$ cat src/rtl/uart_pkg.sv
// Shared UART definitions used by both the receiver and the transmitter.
//   uart_state_t   : 3-bit receive FSM state encoding
//   Default*       : default clock / baud / oversampling constants
//   calc_div()     : clocks per oversampling tick, integer-truncated, never below 1
//   cnt_width()    : counter width able to hold 0..n-1, never below 1
package uart_pkg;

  typedef enum logic [2:0] {
    StIdle     = 3'd0,
    StStart    = 3'd1,
    StData     = 3'd2,
    StStop     = 3'd3,
    StWaitHigh = 3'd4
  } uart_state_t;

  localparam int unsigned DefaultClkHz = 100_000_000;
  localparam int unsigned DefaultBaud  = 9600;
  localparam int unsigned DefaultOsr   = 16;

  function automatic int unsigned calc_div(input int unsigned clk_hz,
                                           input int unsigned baud,
                                           input int unsigned osr);
    int unsigned d;
    d = clk_hz / (baud * osr);
    return (d == 0) ? 1 : d;
  endfunction

  function automatic int unsigned cnt_width(input int unsigned n);
    return (n <= 1) ? 1 : $clog2(n);
  endfunction

endpackage

$ cat src/rtl/uart_baud_tick.sv
// Free-running oversampling tick generator.
//   clk   : system clock
//   reset : synchronous, active-high; clears the counter
//   tick  : high for one clk every DIV clocks
module uart_baud_tick
  import uart_pkg::*;
#(
  parameter int unsigned DIV = 651
) (
  input  logic clk,
  input  logic reset,
  output logic tick
);

  localparam int unsigned W = cnt_width(DIV);
  localparam logic [W-1:0] Last = W'(DIV - 1);

  logic [W-1:0] cnt;

  always_ff @(posedge clk) begin
    if (reset) begin
      cnt <= '0;
    end else if (cnt == Last) begin
      cnt <= '0;
    end else begin
      cnt <= cnt + 1'b1;
    end
  end

  assign tick = (cnt == Last);

endmodule

$ cat src/rtl/uart_rx.sv
// 8N1 UART receiver with oversampled start-bit qualification.
//   clk       : system clock, rising edge
//   reset     : synchronous, active-high
//   rxd       : asynchronous serial line, idle high
//   rx_data   : last correctly received byte
//   rx_valid  : level, rx_data holds an unconsumed byte
//   rx_ack    : one-cycle pulse, consumer has taken rx_data
//   frame_err : one-cycle pulse, stop bit sampled low
//   overrun   : one-cycle pulse, byte completed while rx_valid was still high
//   busy      : FSM not idle
module uart_rx
  import uart_pkg::*;
#(
  parameter int unsigned CLK_HZ = DefaultClkHz,
  parameter int unsigned BAUD   = DefaultBaud,
  parameter int unsigned OSR    = DefaultOsr
) (
  input  logic       clk,
  input  logic       reset,
  input  logic       rxd,
  output logic [7:0] rx_data,
  output logic       rx_valid,
  input  logic       rx_ack,
  output logic       frame_err,
  output logic       overrun,
  output logic       busy
);

  localparam int unsigned Div = calc_div(CLK_HZ, BAUD, OSR);
  localparam int unsigned OsW = cnt_width(OSR);
  // Start bit is re-checked half a bit in; data/stop bits every full bit.
  localparam logic [OsW-1:0] HalfLast = OsW'(OSR / 2 - 1);
  localparam logic [OsW-1:0] BitLast  = OsW'(OSR - 1);

  logic            tick;
  logic            sync1;
  logic            sync2;
  uart_state_t     state;
  logic [OsW-1:0]  os_cnt;
  logic [2:0]      bit_idx;
  logic [7:0]      shift;
  // Set on the stop-sample clk; the hand-off to rx_data happens one clk later.
  logic            accept;

  uart_baud_tick #(
    .DIV (Div)
  ) u_tick (
    .clk   (clk),
    .reset (reset),
    .tick  (tick)
  );

  // Two-flop synchroniser; only sync2 is ever sampled. Resets to idle level.
  always_ff @(posedge clk) begin
    if (reset) begin
      sync1 <= 1'b1;
      sync2 <= 1'b1;
    end else begin
      sync1 <= rxd;
      sync2 <= sync1;
    end
  end

  always_ff @(posedge clk) begin
    if (reset) begin
      state     <= StIdle;
      os_cnt    <= '0;
      bit_idx   <= '0;
      shift     <= '0;
      accept    <= 1'b0;
      rx_data   <= '0;
      rx_valid  <= 1'b0;
      frame_err <= 1'b0;
      overrun   <= 1'b0;
    end else begin
      frame_err <= 1'b0;
      overrun   <= 1'b0;
      accept    <= 1'b0;

      // Consumer hand-off. An ack arriving with the new byte frees the slot,
      // so the new byte replaces the old one without an overrun.
      if (accept) begin
        if (!rx_valid || rx_ack) begin
          rx_data  <= shift;
          rx_valid <= 1'b1;
        end else begin
          overrun <= 1'b1;
        end
      end else if (rx_ack && rx_valid) begin
        rx_valid <= 1'b0;
      end

      if (tick) begin
        unique case (state)
          StIdle: begin
            if (!sync2) begin
              state  <= StStart;
              os_cnt <= '0;
            end
          end
          StStart: begin
            if (os_cnt == HalfLast) begin
              if (!sync2) begin
                state   <= StData;
                os_cnt  <= '0;
                bit_idx <= '0;
              end else begin
                // Low pulse shorter than half a bit: treat as noise.
                state <= StIdle;
              end
            end else begin
              os_cnt <= os_cnt + 1'b1;
            end
          end
          StData: begin
            if (os_cnt == BitLast) begin
              os_cnt <= '0;
              shift  <= {sync2, shift[7:1]};
              if (bit_idx == 3'd7) begin
                state <= StStop;
              end else begin
                bit_idx <= bit_idx + 1'b1;
              end
            end else begin
              os_cnt <= os_cnt + 1'b1;
            end
          end
          StStop: begin
            if (os_cnt == BitLast) begin
              os_cnt <= '0;
              if (sync2) begin
                accept <= 1'b1;
                state  <= StIdle;
              end else begin
                frame_err <= 1'b1;
                state     <= StWaitHigh;
              end
            end else begin
              os_cnt <= os_cnt + 1'b1;
            end
          end
          StWaitHigh: begin
            // A held-low line (break) must not look like a new start bit.
            if (sync2) begin
              state <= StIdle;
            end
          end
          default: begin
            state <= StIdle;
          end
        endcase
      end
    end
  end

  assign busy = (state != StIdle);

endmodule
$ cat config.mk
export PLATFORM = sky130hd
export DESIGN_NAME = uart_rx
export DESIGN_NICKNAME = d
export VERILOG_FILES = /design/src/rtl/uart_pkg.sv /design/src/rtl/uart_baud_tick.sv /design/src/rtl/uart_rx.sv
export SDC_FILE = /design/constraint.sdc
export NUM_CORES = 1
export LEC_CHECK = 0
export ABC_AREA = 1
export CAP_MARGIN = 5
export CORE_ASPECT_RATIO = 1.1
export CORE_MARGIN = 2
export CORE_UTILIZATION = 55
export DETAILED_ROUTE_END_ITERATION = 10
export PLACE_DENSITY = 0.76
export SLEW_MARGIN = 20
export SYNTH_ARGS = -nofsm -noshare
export SYNTH_HDL_FRONTEND = slang
export SYNTH_SLANG_ARGS = --single-unit
$ cat constraint.sdc
create_clock -name clk -period 3.45 [get_ports clk]
set_input_delay 0.345 -clock clk [delete_from_list [all_inputs] [get_ports clk]]
set_output_delay 0.345 -clock clk [all_outputs]
set_load 0.005 [all_outputs]
==> run summary <==
DR pass1 iterations -> 4
Kind of cell adding the most delay to the critical path -> flip-flops
Net count, final -> 318
Layout cells sized above 1 -> 10.3%
Total Routing Usage GR -> 20.7%
Die Wd -> 62.1 um
Global-route wire length before repair -> 6410 um
Total grt overflow -> 0
Fmax -> 0.508 GHz
WL/cell -> 10.6 um
Sum of negative setup slack -> 0 ns
Critical Path RT -> 3.11 ns
Initial antenna violation count -> 0
Hold Path Class -> register to register
Post-synthesis cell count -> 294
CTS HTree Levels -> 2
Initial DRC count -> 120
Fillers -> 339
Root Driver -> clkbuf_8
Routed vias -> 1824
LEAKAGE -> 1.01 nW
Area contributors post-synth -> dfxtp_1 41%, nand2_1 10%, nor2_1 8.8%
Vias per cell -> 5.07
Max-cap violation count -> 0
Peak VDD IR -> 0.296 mV
CP max-delay cell -> dfxtp_1
CP Cell Sequence -> nor2_2 > nand2_1 > clkdlybuf4s50_1
Crit Path Max Fanout -> 13
Buf/Inv on CP -> 1
Final hold violation count -> 0
Sequential area share after synthesis -> 41.2%
Starting Density -> 56.7%
DPL Wire Length -> 2850 um
Clock Skews -> 0.00570 ns
# Post-CTS Setup Buffers -> 0
Critical Path Max Stage Delay -> 0.59 ns
CTS tree -> yes
Clk sinks -> 42
Slew headroom -> 50.1%
P&R area growth vs syn -> 12.9%
Die area -> 4210 sq um
Row cnt -> 23
Netlist Area Pre-Place -> 2040 sq um
Worst-margin pin slew -> 0.746 ns
Placer Congestion -> 0.821
Worst-path clk slew -> 0.08 ns
Pin count of the biggest net entering global routing -> 17
CP Capture Type -> output port
Tmin final -> 1.97 ns
Net Count, Synth -> 303
Post-Route Utilization -> 64.0%
Leading area contributor after synthesis -> dfxtp_1
Final worst-path cycle share -> 57.0%
RSZ-0062 raised after global routing -> false
Core ar. -> 3600 sq um
Crit Path Class -> register to output port
Max clock buf depth -> 2
CP Launch Type -> register
IO Count -> 16
Antenna viol nets, final -> 0
Yosys cell types -> 27
Top-area cell type share of the netlist area -> 41.2%
Post-Route WL -> 3810 um
Drt drc -> 0
Antenna diodes -> 0
TritonCTS buffer count -> 5
Arr. time, crit path -> 1.62 ns
CTS resizes -> 0
Mapped Avg Cell Area -> 6.94 sq um
R2R setup slack -> 1.80 ns
Number of global-route vias before repair -> 1570
Buffers on Ports -> 15
Number of synthesized register bits -> 42
Final setup fails -> 0
Die H -> 67.9 um
Cts hold-fix bufs -> 0
Final slew viol count -> 0
Yosys warns -> 0
Power Density -> 361 nW/um^2
Outcome -> finished clean
Worst skew pair latency -> 0.30 ns
metal layers:
layer | track usage, % | up-vias | wire, um
met5 | 0 | - | 0
met4 | 8.78 | 0 | 66
met3 | 6.24 | 5 | 138
met2 | 34.0 | 27 | 1890
met1 | 24.8 | 822 | 1720
li1 | - | 970 | -
area by class of cell:
cell class	count	area (sq um)	share of cell area, %
clock inverters	3	18.8	0.815
clock buffers	5	68.8	2.99
multi-input cells	209	1020	44.4
well taps	50	62.6	2.72
inverters	35	131	5.70
repair buffers	16	158	6.84
flip-flops and latches	42	841	36.5
kinds of logic (layout without fill, tap and decap cells):
| family | Yosys count | after routing | synth area share [%] |
|---|---|---|---|
| compound gates | 37 | 37 | 9.08 |
| xor+xnor | 1 | 1 | 0.430 |
| fa+ha+maj | 5 | 5 | 3.07 |
| buf+inv | 43 | 59 | 8.59 |
| flops | 42 | 42 | 41.2 |
| simple gates | 166 | 166 | 37.6 |
sequential cells by signal, summed over array words and instances, names as in the netlist, 3 cells and up:
| register | flops |
|---|---|
| bit_idx | 3 |
| shift | 8 |
| rx_data | 8 |
| u_tick.cnt | 10 |
| os_cnt | 4 |
| state | 3 |
placed cells by master, fill, tap and decap left out, drive strengths merged:
cell type / count
dfxtp: 42
clkbuf: 5
nand3b: 1
xor2: 1
nand3: 29
a21oi: 21
ha: 5
or2: 3
nor3: 7
buf: 1
inv: 36
nand4: 5
clkdlybuf4s50: 15
o21ai: 16
nor3b: 2
clkinv: 2
nand2: 63
nor2: 56
worst register-to-register path, cell delays in order, from the launching register on:
cell and delay, ns:
dfxtp_1 0.41, ha_1 0.28, nand3_2 0.19, nand3_1 0.14, inv_1 0.07, nor2_2 0.15
inv_1 0.07, nor2_2 0.14, nor2_1 0.06, nor2_1 0.09
per-stage QoR:
step                      setup WS [ns]  hold WS (ns)  area [sq um]  cells  power [W]
after floorplan                    2.05         0.389          2040    294   0.000520
after CTS                          1.46         0.424          2300    360   0.000846
after global placement             1.66         0.393          2220    352   0.000527
after global routing               1.39         0.462          2300    360   0.000869
final                              1.48         0.422          2300    360   0.000832
after detailed placement           1.59         0.401          2220    352   0.000528
Yosys cell counts (all sizes together):
master	n
nor3b	2
buf	5
dfxtp	42
nand2	63
nand3b	1
ha	5
or2	3
nor3	7
a21oi	21
inv	35
clkbuf	3
nand3	29
o21ai	16
nand4	5
xor2	1
nor2	56
worst paths after layout:
kind | start | endpoint | cells past startpoint
worst max-delay path | state[2] | busy | 3
worst min-delay path | sync1 | sync2 | 1
worst max register to register | os_cnt[1] | bit_idx[1] | 9
worst min register to register | sync1 | sync2 | 1
where the power goes:
part	leakage, nW	internal (W)	switching [W]
sequential	0.339	0.000488	0.00000449
combinational	0.624	0.00000903	0.0000140
clock	0.0483	0.000142	0.000174
total	1.01	0.000640	0.000192
(Power assumes the default switching activity.)
